[config.mk]
export PLATFORM = sky130hd
export DESIGN_NAME = addsub_serial
export DESIGN_NICKNAME = d
export VERILOG_FILES = /design/src/rtl/addsub_pkg.sv /design/src/rtl/addsub_serial_digit_adder.sv /design/src/rtl/addsub_serial.sv
export SDC_FILE = /design/constraint.sdc
export NUM_CORES = 1
export LEC_CHECK = 0
export CAP_MARGIN = 20
export CORE_MARGIN = 1.5
export CORE_UTILIZATION = 33
export CTS_CLUSTER_DIAMETER = 80
export DETAILED_ROUTE_END_ITERATION = 8
export GPL_TIMING_DRIVEN = 0
export PLACE_DENSITY = 0.66
export SLEW_MARGIN = 20
export SYNTH_ARGS = -nofsm -noshare
export SYNTH_HDL_FRONTEND = slang
export SYNTH_SLANG_ARGS = --single-unit
[constraint.sdc]
create_clock -name clk -period 3.7 [get_ports clk]
set_input_delay 0.555 -clock clk [delete_from_list [all_inputs] [get_ports clk]]
set_output_delay 0.555 -clock clk [all_outputs]
set_load 0.02 [all_outputs]
[src/rtl/addsub_pkg.sv]
// Shared definitions for the digit-serial adder/subtractor.
// Holds the FSM state encoding and the digit-counter width helper.
package addsub_pkg;

    localparam logic [1:0] ST_IDLE = 2'd0;
    localparam logic [1:0] ST_RUN  = 2'd1;
    localparam logic [1:0] ST_DONE = 2'd2;

    typedef enum logic [1:0] {
        IDLE = ST_IDLE,
        RUN  = ST_RUN,
        DONE = ST_DONE
    } state_e;

    // Width of the digit counter: clog2(width/digit), never less than 1.
    function automatic int unsigned cnt_width(input int unsigned width,
                                              input int unsigned digit);
        int unsigned n;
        n = width / digit;
        if (n <= 1) begin
            return 1;
        end
        return 32'($clog2(n));
    endfunction

    localparam int unsigned CNT_W_DEFAULT = cnt_width(32, 8);

endpackage

[src/rtl/addsub_serial_digit_adder.sv]
// digit_adder: DIGIT-bit ripple of full adders shared by every digit step.
// Ports:
//   a, b   - operand digits
//   cin    - carry into bit 0
//   sum    - digit sum
//   cout   - carry out of the top bit
//   c_msb  - carry into the top bit (used for signed overflow)
module digit_adder #(
    parameter int unsigned DIGIT = 8
) (
    input  logic [DIGIT-1:0] a,
    input  logic [DIGIT-1:0] b,
    input  logic             cin,
    output logic [DIGIT-1:0] sum,
    output logic             cout,
    output logic             c_msb
);

    // Plain ripple chain; the carry vector lives inside the block.
    always_comb begin
        logic [DIGIT:0] c;
        c    = '0;
        sum  = '0;
        c[0] = cin;
        for (int i = 0; i < int'(DIGIT); i++) begin
            sum[i]   = a[i] ^ b[i] ^ c[i];
            c[i+1]   = (a[i] & b[i]) | (c[i] & (a[i] ^ b[i]));
        end
        cout  = c[DIGIT];
        c_msb = c[DIGIT-1];
    end

endmodule

[src/rtl/addsub_serial.sv]
// addsub_serial: digit-serial two's-complement adder/subtractor.
// Processes DIGIT bits per clock, LSB digit first, one op per start/done.
// Optional: define ADDSUB_SERIAL_FLAGS_EN to compute overflow and zero;
// otherwise both flags are tied to 0 and their registers are absent.
// Ports:
//   clk, reset       - clock, asynchronous active-high reset
//   start, sub, cin  - request, subtract select, carry/borrow in
//   a, b             - operands, sampled only on the accepting edge
//   busy, done       - RUN indicator, one-cycle completion pulse
//   result, cout     - sum/difference and carry (sub: 1 = no borrow)
//   overflow, zero   - signed overflow and zero-result flags
module addsub_serial
    import addsub_pkg::*;
#(
    parameter int unsigned WIDTH = 32,
    parameter int unsigned DIGIT = 8
) (
    input  logic             clk,
    input  logic             reset,
    input  logic             start,
    input  logic             sub,
    input  logic             cin,
    input  logic [WIDTH-1:0] a,
    input  logic [WIDTH-1:0] b,
    output logic             busy,
    output logic             done,
    output logic [WIDTH-1:0] result,
    output logic             cout,
    output logic             overflow,
    output logic             zero
);

    localparam int unsigned N     = WIDTH / DIGIT;
    localparam int unsigned CNT_W = cnt_width(WIDTH, DIGIT);

    state_e             state_q, state_d;
    logic [WIDTH-1:0]   a_q, a_d;
    logic [WIDTH-1:0]   b_q, b_d;
    logic               c_q, c_d;
    logic [CNT_W-1:0]   cnt_q, cnt_d;
    logic [WIDTH-1:0]   acc_q, acc_d;
    logic [WIDTH-1:0]   result_q, result_d;
    logic               cout_q, cout_d;
    logic               busy_q, busy_d;
    logic               done_q, done_d;

    logic [DIGIT-1:0]   dsum;
    logic               dcout;
    logic               msb_carry;
    logic [WIDTH-1:0]   acc_next;
    logic               last_digit;

`ifdef ADDSUB_SERIAL_FLAGS_EN
    logic               ov_q, ov_d;
    logic               zero_q, zero_d;
`else
    logic               unused_msb_carry;
    assign unused_msb_carry = msb_carry;
`endif

    digit_adder #(
        .DIGIT (DIGIT)
    ) u_digit_adder (
        .a     (a_q[DIGIT-1:0]),
        .b     (b_q[DIGIT-1:0]),
        .cin   (c_q),
        .sum   (dsum),
        .cout  (dcout),
        .c_msb (msb_carry)
    );

    // New digit enters from the MSB side; after N steps acc holds the result.
    assign acc_next   = WIDTH'({dsum, acc_q} >> DIGIT);
    assign last_digit = (cnt_q == CNT_W'(N - 1));

    // Next-state and datapath control.
    always_comb begin
        state_d  = state_q;
        a_d      = a_q;
        b_d      = b_q;
        c_d      = c_q;
        cnt_d    = cnt_q;
        acc_d    = acc_q;
        result_d = result_q;
        cout_d   = cout_q;
        busy_d   = 1'b0;
        done_d   = 1'b0;
`ifdef ADDSUB_SERIAL_FLAGS_EN
        ov_d     = ov_q;
        zero_d   = zero_q;
`endif
        case (state_q)
            IDLE, DONE: begin
                if (start) begin
                    // Subtraction is A + ~B + ~borrow.
                    a_d     = a;
                    b_d     = sub ? ~b : b;
                    c_d     = sub ? ~cin : cin;
                    cnt_d   = '0;
                    busy_d  = 1'b1;
                    state_d = RUN;
                end else begin
                    state_d = IDLE;
                end
            end
            RUN: begin
                a_d   = a_q >> DIGIT;
                b_d   = b_q >> DIGIT;
                c_d   = dcout;
                cnt_d = cnt_q + CNT_W'(1);
                acc_d = acc_next;
                if (last_digit) begin
                    result_d = acc_next;
                    cout_d   = dcout;
                    done_d   = 1'b1;
                    state_d  = DONE;
`ifdef ADDSUB_SERIAL_FLAGS_EN
                    ov_d     = msb_carry ^ dcout;
                    zero_d   = (acc_next == '0);
`endif
                end else begin
                    busy_d = 1'b1;
                end
            end
            default: begin
                state_d = IDLE;
            end
        endcase
    end

    always_ff @(posedge clk or posedge reset) begin
        if (reset) begin
            state_q  <= IDLE;
            a_q      <= '0;
            b_q      <= '0;
            c_q      <= 1'b0;
            cnt_q    <= '0;
            acc_q    <= '0;
            result_q <= '0;
            cout_q   <= 1'b0;
            busy_q   <= 1'b0;
            done_q   <= 1'b0;
        end else begin
            state_q  <= state_d;
            a_q      <= a_d;
            b_q      <= b_d;
            c_q      <= c_d;
            cnt_q    <= cnt_d;
            acc_q    <= acc_d;
            result_q <= result_d;
            cout_q   <= cout_d;
            busy_q   <= busy_d;
            done_q   <= done_d;
        end
    end

`ifdef ADDSUB_SERIAL_FLAGS_EN
    always_ff @(posedge clk or posedge reset) begin
        if (reset) begin
            ov_q   <= 1'b0;
            zero_q <= 1'b0;
        end else begin
            ov_q   <= ov_d;
            zero_q <= zero_d;
        end
    end

    assign overflow = ov_q;
    assign zero     = zero_q;
`else
    assign overflow = 1'b0;
    assign zero     = 1'b0;
`endif

    assign busy   = busy_q;
    assign done   = done_q;
    assign result = result_q;
    assign cout   = cout_q;

endmodule

Yosys cells after proc, flatten, opt, wreduce, memory -nomap -nowiden
Cells that the tools add are included.
- $add $sub $neg: 1
- equal/unequal tests: 5
- mux-type cells: 18
- bitwise logic cells: 42
- reductions and logical operators: 5
- operators with widths (operator ; number):
    $pmux W32 S2 ; 2
    $mux W32 ; 3
    $not A32 Y32 ; 1
    $and A1 B1 Y1 ; 16
    $xor A1 B1 Y1 ; 16
    $or A1 B1 Y1 ; 8
    $pmux W2 S2 ; 2
    $mux W1 ; 7
    $eq A2 B2 Y1 const B ; 2
    $mux W2 ; 2
    $ne A2 B2 Y1 const B ; 2
    $pmux W1 S2 ; 2
    $reduce_and A2 Y1 ; 2
    $add A2 B1 Y2 const B ; 1
    $eq A2 B1 Y1 const B ; 1
    $logic_not A2 Y1 ; 1
    $reduce_bool A2 Y1 ; 1
    $reduce_or A2 Y1 ; 1
    $not A1 Y1 ; 1
- register bits: 136
- output and inout bits: 37
- logic and storage cells: 81

Depth between registers and ports, before layout
Gate-level depths: netlist of the first run.
- depth in word-level cells: 18
- mapped depth: 12
- gate-level depth less buffers: 12

Cells and area by module
A second synthesis of the first run with hierarchy kept.
- cell total of the unflattened synthesis: 475
- area, all modules: 5579.1 um2
- by module, submodules not included (module ; times used ; cells each ; area an instance (um2)):
    addsub_serial ; 1 ; 457 ; 5381.4
    digit_adder ; 1 ; 18 ; 197.7

Least setup slack after synthesis of the first run
Ideal clock, no wire load.
- kind: flip-flop to flip-flop
- start: reg a_q[0]
- end: reg result_q[31], in the netlist result[31]
- library setup time: 0.083 ns
- arrival time: 3.521 ns
- required time: 3.617 ns
- slack: 0.097 ns
- cell stages (with the launch flop): 13
- clock period less this slack: 3.603 ns
- cells stage by stage: dfrtp_1 fa_1 inv_1 fa_1 inv_1 fa_1 fa_1 fa_1 fa_1 fa_1 inv_1 fa_1 o21ai_0
- longest elaborated chain between the ends: 16
- elaborated cells between the ends (all ways): 17
- those cells by class: 17 x bitwise
- ends and longest elaborated chain (item ; RTL line ; RTL):
    start, declared ; addsub_serial.sv:37 ; logic [WIDTH-1:0] a_q, a_d;
    start signal, assigned ; addsub_serial.sv:134 ; a_q <= '0;
    start signal, assigned ; addsub_serial.sv:145 ; a_q <= a_d;
    $xor A1 B1 Y1 ; addsub_serial_digit_adder.sv:27 ; c[i+1] = (a[i] & b[i]) | (c[i] & (a[i] ^ b[i]));
    $and A1 B1 Y1 ; addsub_serial_digit_adder.sv:27 ;
    $or A1 B1 Y1 (*) ; addsub_serial_digit_adder.sv:27 ;
    $and A1 B1 Y1 (*) ; addsub_serial_digit_adder.sv:27 ;
    $or A1 B1 Y1 (*) ; addsub_serial_digit_adder.sv:27 ;
    $and A1 B1 Y1 (*) ; addsub_serial_digit_adder.sv:27 ;
    $or A1 B1 Y1 (*) ; addsub_serial_digit_adder.sv:27 ;
    $and A1 B1 Y1 (*) ; addsub_serial_digit_adder.sv:27 ;
    $or A1 B1 Y1 (*) ; addsub_serial_digit_adder.sv:27 ;
    $and A1 B1 Y1 (*) ; addsub_serial_digit_adder.sv:27 ;
    $or A1 B1 Y1 (*) ; addsub_serial_digit_adder.sv:27 ;
    $and A1 B1 Y1 (*) ; addsub_serial_digit_adder.sv:27 ;
    $or A1 B1 Y1 (*) ; addsub_serial_digit_adder.sv:27 ;
    $and A1 B1 Y1 (*) ; addsub_serial_digit_adder.sv:27 ;
    $or A1 B1 Y1 (*) ; addsub_serial_digit_adder.sv:27 ;
    $xor A1 B1 Y1 (*) ; addsub_serial_digit_adder.sv:26 ; sum[i] = a[i] ^ b[i] ^ c[i];
    end signal, assigned ; addsub_serial.sv:150 ; result_q <= result_d;
    end, declared ; addsub_serial.sv:42 ; logic [WIDTH-1:0] result_q, result_d;
Mark *: on every way between the ends. The rest lies on a longest branch, timed or not.
A chain may end at the register's enable or synchronous reset.

Final worst setup path of the first run
Ends and elaborated chain as after synthesis.

==> results of run 1 <==
==> cells in the mapped netlist (all sizes together) <==
cell type / count / area [um2]
o21ai: 8 / 40.0
fa: 8 / 160
xnor2: 25 / 219
dfrtp: 128 / 3200
buf: 36 / 216
a22oi: 22 / 165
a22o: 17 / 149
nor2b: 2 / 20.0
nand2: 93 / 349
nor2: 25 / 96.4
ha: 1 / 12.5
conb: 1 / 3.75
nand2b: 2 / 12.5
inv: 10 / 37.5
mux2: 30 / 383
a221o: 26 / 260
nand3: 24 / 120
o221ai: 1 / 8.76
xor2: 8 / 70.1
nor3: 2 / 10.0
nand3b: 1 / 7.51
clkbuf: 3 / 11.3
==> cells in the final DEF (no fill, tap or decap) <==
| cell | count |
|---|---|
| o221ai_1 | 1 |
| nor2b_4 | 1 |
| nor2_1 | 24 |
| clkbuf_8 | 4 |
| conb_1 | 2 |
| a22o_1 | 17 |
| buf_2 | 26 |
| nand3b_1 | 1 |
| xor2_1 | 8 |
| nand3_1 | 24 |
| buf_6 | 4 |
| fa_2 | 5 |
| nor2b_1 | 1 |
| buf_4 | 6 |
| clkbuf_16 | 17 |
| nand2_1 | 93 |
| mux2_4 | 12 |
| buf_12 | 3 |
| nor3_1 | 2 |
| mux2_2 | 18 |
| bufinv_16 | 3 |
| o21ai_1 | 4 |
| o21ai_0 | 4 |
| nor2_2 | 1 |
| a221o_1 | 26 |
| ha_1 | 1 |
| xnor2_1 | 25 |
| inv_1 | 9 |
| fa_1 | 3 |
| buf_1 | 1 |
| clkdlybuf4s50_1 | 102 |
| dfrtp_1 | 128 |
| clkbuf_1 | 7 |
| nand2b_1 | 2 |
| a22oi_1 | 22 |
| clkinvlp_4 | 2 |
| clkinv_2 | 1 |
==> path summary, 6_finish.rpt <==
check / from / to / depth (start not counted)
max in group asynchronous: reset / b_q[16] / 3
min in group asynchronous: reset / done / 2
worst min-delay path: acc_q[10] / acc_q[10] / 2
worst min register to register: acc_q[10] / acc_q[10] / 2
worst max-delay path: a_q[0] / result[31] / 12
worst max register to register: a_q[0] / result[31] / 12
==> tightest hold or removal path, stage by stage (launching register included) <==
cell and delay, ns:
dfrtp_1 0.34, nand2_1 0.05, nand2_1 0.05
==> per-layer routing <==
metal	part of all wire (%)	vias to the layer above
li1	-	1884
met5	0	-
met3	4.3	8
met2	48	116
met1	47	1963
met4	0.89	0
==> power groups by stage <==
stage	logic [mW]	registers (mW)	clock network, mW
2_1_floorplan	1.61	2.58	0
3_3_place_gp	2.62	2.47	0
3_5_place_dp	2.71	2.50	0
4_1_cts	2.75	2.49	1.71
5_1_grt	3.03	2.57	1.78
6_report	2.72	2.49	1.68
==> final cells by class <==
type,count,share of cell area (%)
Inverter,10,0.548
Clock buffer,25,6.57
Multi-Input combinational cell,297,27.9
Tap cell,220,3.65
Clock inverter,5,1.36
Sequential cell,128,42.5
Buffer,39,3.02
Timing Repair Buffer,106,14.4
==> cell families (layout without fill, tap and decap cells) <==
| family | after synthesis | count (layout) | synth area share, % |
|---|---|---|---|
| muxes | 30 | 30 | 6.89 |
| xor gates and xnor gates | 33 | 33 | 5.20 |
| and+or+nand+nor | 149 | 149 | 11.1 |
| AOI/OAI and AO/OA | 74 | 74 | 11.2 |
| DFF | 128 | 128 | 57.7 |
| adders and majority gates | 9 | 9 | 3.11 |
| other | 1 | 2 | 0.0675 |
| buffers and inverters | 49 | 185 | 4.77 |
==> per-stage QoR <==
| stage | util [%] | setup WS (ns) | hold WS (ns) | area, um2 | cells |
|---|---|---|---|---|---|
| final | 45.6 | 0.172 | 0.476 | 7540 | 830 |
| after global routing | 45.6 | 0.0340 | 0.507 | 7540 | 830 |
| after CTS | 45.6 | 0.0398 | 0.481 | 7530 | 830 |
| after detailed placement | 41.9 | -0.102 | 0.468 | 6920 | 799 |
| after global placement | 41.5 | -0.0626 | 0.460 | 6860 | 796 |
| after floorplan | - | 0.0968 | 0.446 | 5560 | 474 |
==> state kept, by name, indices dropped and copies added (netlist names) <==
name,count
c_q,1
cnt_q,2
done,1
busy,1
state_q,2
a_q,32
acc_q,24
b_q,32
result,32
cout,1
==> repair_timing <==
action	4_1_cts	5_1_grt
pin swaps	1	2
hold buffers	0	0
setup buffers	1	0
resized for setup	4	2
gates cloned	0	0
setup endpoints to repair	2	2
==> metrics.yaml, run 1 <==
outcome: "complete, no violations"
vias_per_cell: 4.78
drive_above_1_share_pct: 16.9
cts_made_buffers: 17
cts_max_level: 4
route.detailed.drc: 0
antenna_cells: 0
period_needed_ns: 3.53
gp_congestion: 0.789
hpwl_um: 9590
vias: 3971
syn_area_um2: 5560
multi_input_area_um2: 2100
port_buffers: 102
track_usage_pct: 15.6
hold_path_class: "reg2reg"
crit_buf_inv: 3
synthCells: 473
relSlewSlack_pct: 61.0
cpMaxStageDelayCell: "fa_1"
clock_latency_ns: 0.41
die_x_um: 133
power_mw: 6.88
cts_tree: "built"
wl_um: 12900
switching_share_pct: 34.8
antenna_found_initial: 0
p_leak_nw: 3.49
setup-tns-final_ns: 0
ys_types: 29
crit_arrival_ns: 3.86
r2r_slack_ns: 0.17
grt_overflow: 0
fmax_ghz: 0.283
start_util_pct: 33.6
fillCellCount: 1519
tightest_slew_ns: 0.584
vdd_drop_max_mv: 0.414
grt_busiest_layer: "met2"
seq_power_share_pct: 36.1
grt_pass1_wl_um: 21400
p_per_area_nw_per_um2: 913
clock_power_share_pct: 24.4
row_count: 47
slew_viol_final: 0
p_int_mw: 4.49
grt_max_degree: 38
grt_util_met1_pct: 21.5
grt_pass1_vias: 4076
crit_top_cell: "fa_2"
clk_pin_slew_ns: 0.05
area_growth_pct: 35.7
avgSynthCellArea_um2: 11.7
ys_ff_latch: 128
drt-pass1-iter-count: 5
die_area_um2: 17600
cpPeakStageDelay_ns: 0.44
cp-end-kind: "register"
hold_viol: 0
critPathLaunchType: "register"
cts.sinks: 128
coreArea_um2: 16500
pin_count: 106
cp.required_ns: 4.03
rsz0062_at_grt: "no"
skew_ns: 0.00606
num-nets-final: 677
root_buffer: "clkbuf_16"
ff_latch_area_um2: 3200
period_share_pct: 95.3
ant_nets: 0
grt_use_met2_pct: 24.5
fp.dieH_um: 133
worst-setup-path-type: "reg2reg"
drt-initial-drc-count: 193
crit_chain: "fa_2, inv_1, fa_1, inv_1, fa_2, fa_2, fa_2, fa_2, fa_1, inv_1, fa_1, o21ai_1"
wl_per_cell_um: 15.5
critical_path.top_delay_family: "adder cells"
yosysWarnings: 0
maxCapViolCount: 0
p_sw_mw: 2.39
ctsLongestPathBuffers: 2
crit_path_max_fanout: 2
ys_seq_area_share_pct: 57.7
use_met3_pct: 3.64
setup_viol: 0
p_comb_share_pct: 39.5
Power figures use the tool's default switching activity.
==> run 2, diff against run 1 <==
--- a/config.mk
+++ b/config.mk
@@ -15,4 +15,5 @@
 export SLEW_MARGIN = 20
 export SYNTH_ARGS = -nofsm -noshare
 export SYNTH_HDL_FRONTEND = slang
+export SYNTH_HIERARCHICAL = 1
 export SYNTH_SLANG_ARGS = --single-unit
==> run 2 against run 1 <==
Effect of this change: first-iteration DRC count grew 79%; clock power shrank 11%; utilization shrank 0.17 points; sequential power is essentially flat; register-to-register slack lost 0.02 ns; clock skew grew 0.0057 ns; routed wire length grew 1.3%; non-clock buffer count shrank 1; synthesized area grew 0.43%.
==> metrics.yaml, run 2 <==
outcome: "complete, no violations"
drt-pass1-iter-count: 5  # unchanged
p_int_mw: 4.33  # -3.5%
skew_ns: 0.0117  # +0.00567 ns
vias_per_cell: 4.73  # -1.1%
hpwl_um: 9630  # +0.41%
hold_path_class: "in2async"
drive_above_1_share_pct: 15.8  # -1.1 points
crit_path_max_fanout: 2  # unchanged
cts_made_buffers: 17  # unchanged
vdd_drop_max_mv: 0.475  # +15%
cts_tree: "built"
critPathLaunchType: "register"
antenna_found_initial: 0  # unchanged
design_area_um2: 7510  # -0.37%
clock_latency_ns: 0.41  # about the same
synthTopCellsByArea: "dfrtp_1, nand2_1, mux2_4"
synth_edf_count: 0  # unchanged
row_count: 47  # unchanged
ys_types: 26  # -10%
synthTopCellsByCount: "dfrtp_1, nand2_1"
p_sw_mw: 2.46  # +2.9%
layout_common_cells: "dfrtp_1, clkdlybuf4s50_1, nand2_1"
yosysMostFrequentCell: "dfrtp_1"
grt_max_degree: 36  # -5.3%
die_area_um2: 17700  # +0.42%
vias: 3945  # -0.65%
grt_overflow: 0  # unchanged
rsz0062_at_grt: "no"
period_share_pct: 96.0  # +0.65 points
hold_viol: 0  # unchanged
wl_per_cell_um: 15.6  # +0.86%
power_mw: 6.79  # -1.3%
dpl-instance-area_um2: 6960  # +0.63%
cp.required_ns: 3.99  # -0.04 ns
ys_seq_area_share_pct: 57.4  # -0.25 points
area_growth_pct: 34.6
preCtsSetupSlack_ns: -0.0957  # +0.00644 ns
p_comb_share_pct: 41.3  # +1.8 points
drt-initial-drc-count: 345  # +79%
hold_buffers: 0  # unchanged
p_per_area_nw_per_um2: 905  # -0.91%
ys_ff_latch: 128  # unchanged
period_needed_ns: 3.55  # +0.0239 ns
ant_nets: 0  # unchanged
final_common_cell: "dfrtp_1"
timing.rr.end: "result[31]"
ff_latch_area_um2: 3200  # unchanged
root_buffer: "clkbuf_16"
synth_top_area_share_pct: 57.4  # -0.25 points
clock_power_share_pct: 22.1  # -2.3 points
port_buffers: 102  # unchanged
yosysTopAreaCell: "dfrtp_1"
gp_congestion: 0.830  # +5.1%
fp.dieH_um: 133  # +0.21%
route.detailed.drc: 0  # unchanged
syn_area_um2: 5580  # +0.43%
multi_input_area_um2: 2150  # +2.1%
num-nets-final: 680  # +0.44%
slew_viol_final: 0  # unchanged
worst-setup-path-type: "reg2reg"
ctsLongestPathBuffers: 2  # unchanged
cp-end-kind: "register"
fillCellCount: 1489  # -2.0%
placed_cells: 802  # +0.38%
antenna_cells: 0  # unchanged
die_x_um: 133  # +0.21%
reg2reg_from: "a_q[0]"
tightest_slew_ns: 0.580  # -0.00415 ns
fmax_ghz: 0.282  # -0.67%
yosysWarnings: 6  # +6
rr_worst_depth: 13  # +1
relSlewSlack_pct: 61.3  # +0.36 points
cts.sinks: 128  # unchanged
ys_async_sr_fraction_pct: 100  # unchanged
cts_max_level: 4  # unchanged
switching_share_pct: 36.2  # +1.5 points
clk_pin_slew_ns: 0.06  # about the same
start_util_pct: 33.8  # +0.14 points
track_usage_pct: 15.9  # +0.20 points
layout.cells.non_filler: 834  # +0.48%
setup_slack_ns: 0.148  # -0.0239 ns
r2r_slack_ns: 0.15  # -0.02 ns
p_leak_nw: 3.50  # +0.32%
coreArea_um2: 16500  # unchanged
crit_arrival_ns: 3.84  # -0.02 ns
setup_viol: 0  # unchanged
grt_pass1_wl_um: 21800  # +2.1%
synthCells: 475  # +0.42%
ys.flop_type: "dfrtp_1"
wl_um: 13000  # +1.3%
maxCapViolCount: 0  # unchanged
grt_pass1_vias: 4139  # +1.5%
pin_count: 106  # unchanged
seq_power_share_pct: 36.6  # +0.5 points
avgSynthCellArea_um2: 11.7  # about the same
whs_ns: 0.428  # -0.0480 ns
[run 2: how the worst max path moves through the flow]
| stage | slack [ns] | end | start | depth (start not counted) |
|---|---|---|---|---|
| floorplan | 0.10 | result[31] | a_q[0] | 13 |
| global placement | -0.05 | result[31] | a_q[0] | 13 |
| detailed placement | -0.1 | result[31] | a_q[0] | 13 |
| CTS | 0.02 | c_q | a_q[0] | 13 |
| global route | 0.03 | acc_q[31] | a_q[0] | 15 |
| finish | 0.15 | result[31] | a_q[0] | 13 |
[run 2: cells by family after synthesis]
group | after synthesis | share of synthesized area, %
AOI/OAI and AO/OA | 69 | 10.7
muxes | 33 | 7.94
adders and majority gates | 9 | 3.09
DFF | 128 | 57.4
other | 1 | 0.0672
buffers and inverters | 50 | 4.44
and+or+nand+nor | 152 | 11.2
xor gates and xnor gates | 33 | 5.18
[run 2: per-layer routing]
metal / routed length, um / vias to the layer above / global-route usage (%)
met5: 0 / - / 0
met4: 109 / 0 / 4.76
met3: 655 / 7 / 3.56
met2: 6240 / 126 / 25.9
met1: 6030 / 1926 / 21.1
li1: - / 1886 / -
[run 2: final cells by class]
type / count / share of cell area (%)
Clock inverter: 7 / 0.833
Sequential cell: 128 / 42.7
Buffer: 37 / 2.65
Inverter: 13 / 0.700
Tap cell: 220 / 3.67
Timing Repair Buffer: 107 / 14.8
Clock buffer: 24 / 6.15
Multi-Input combinational cell: 298 / 28.6
[run 2: power groups by stage]
| stage | Sequential [mW] | Clock (mW) | Combinational (mW) |
|---|---|---|---|
| finish | 2.49 | 1.50 | 2.81 |
| global route | 2.57 | 1.59 | 3.11 |
| CTS | 2.49 | 1.52 | 2.82 |
| detailed placement | 2.50 | 0 | 2.77 |
| global placement | 2.47 | 0 | 2.68 |
| floorplan | 2.58 | 0 | 1.64 |
[run 2: per-stage QoR]
stage / util (%) / TNS, ns
after global placement: 41.7 / -0.0716
after floorplan: - / 0
after detailed placement: 42.1 / -0.174
final: 45.4 / 0
after global routing: 45.4 / 0
after CTS: 45.4 / 0
[run 2: repair_timing]
item,4_1_cts,5_1_grt
gates resized for setup,3,3
pin swaps,1,0
endpoints found under the setup margin,3,4
setup buffers,1,0
[run 2: worst max-delay path, cell delays in order (launching register included)]
cell,delay (ns)
dfrtp_1,0.40
fa_2,0.39
inv_1,0.07
fa_1,0.16
inv_1,0.05
fa_2,0.34
fa_2,0.35
fa_2,0.35
fa_2,0.33
inv_1,0.08
fa_1,0.16
inv_1,0.05
fa_2,0.44
mux2_2,0.27
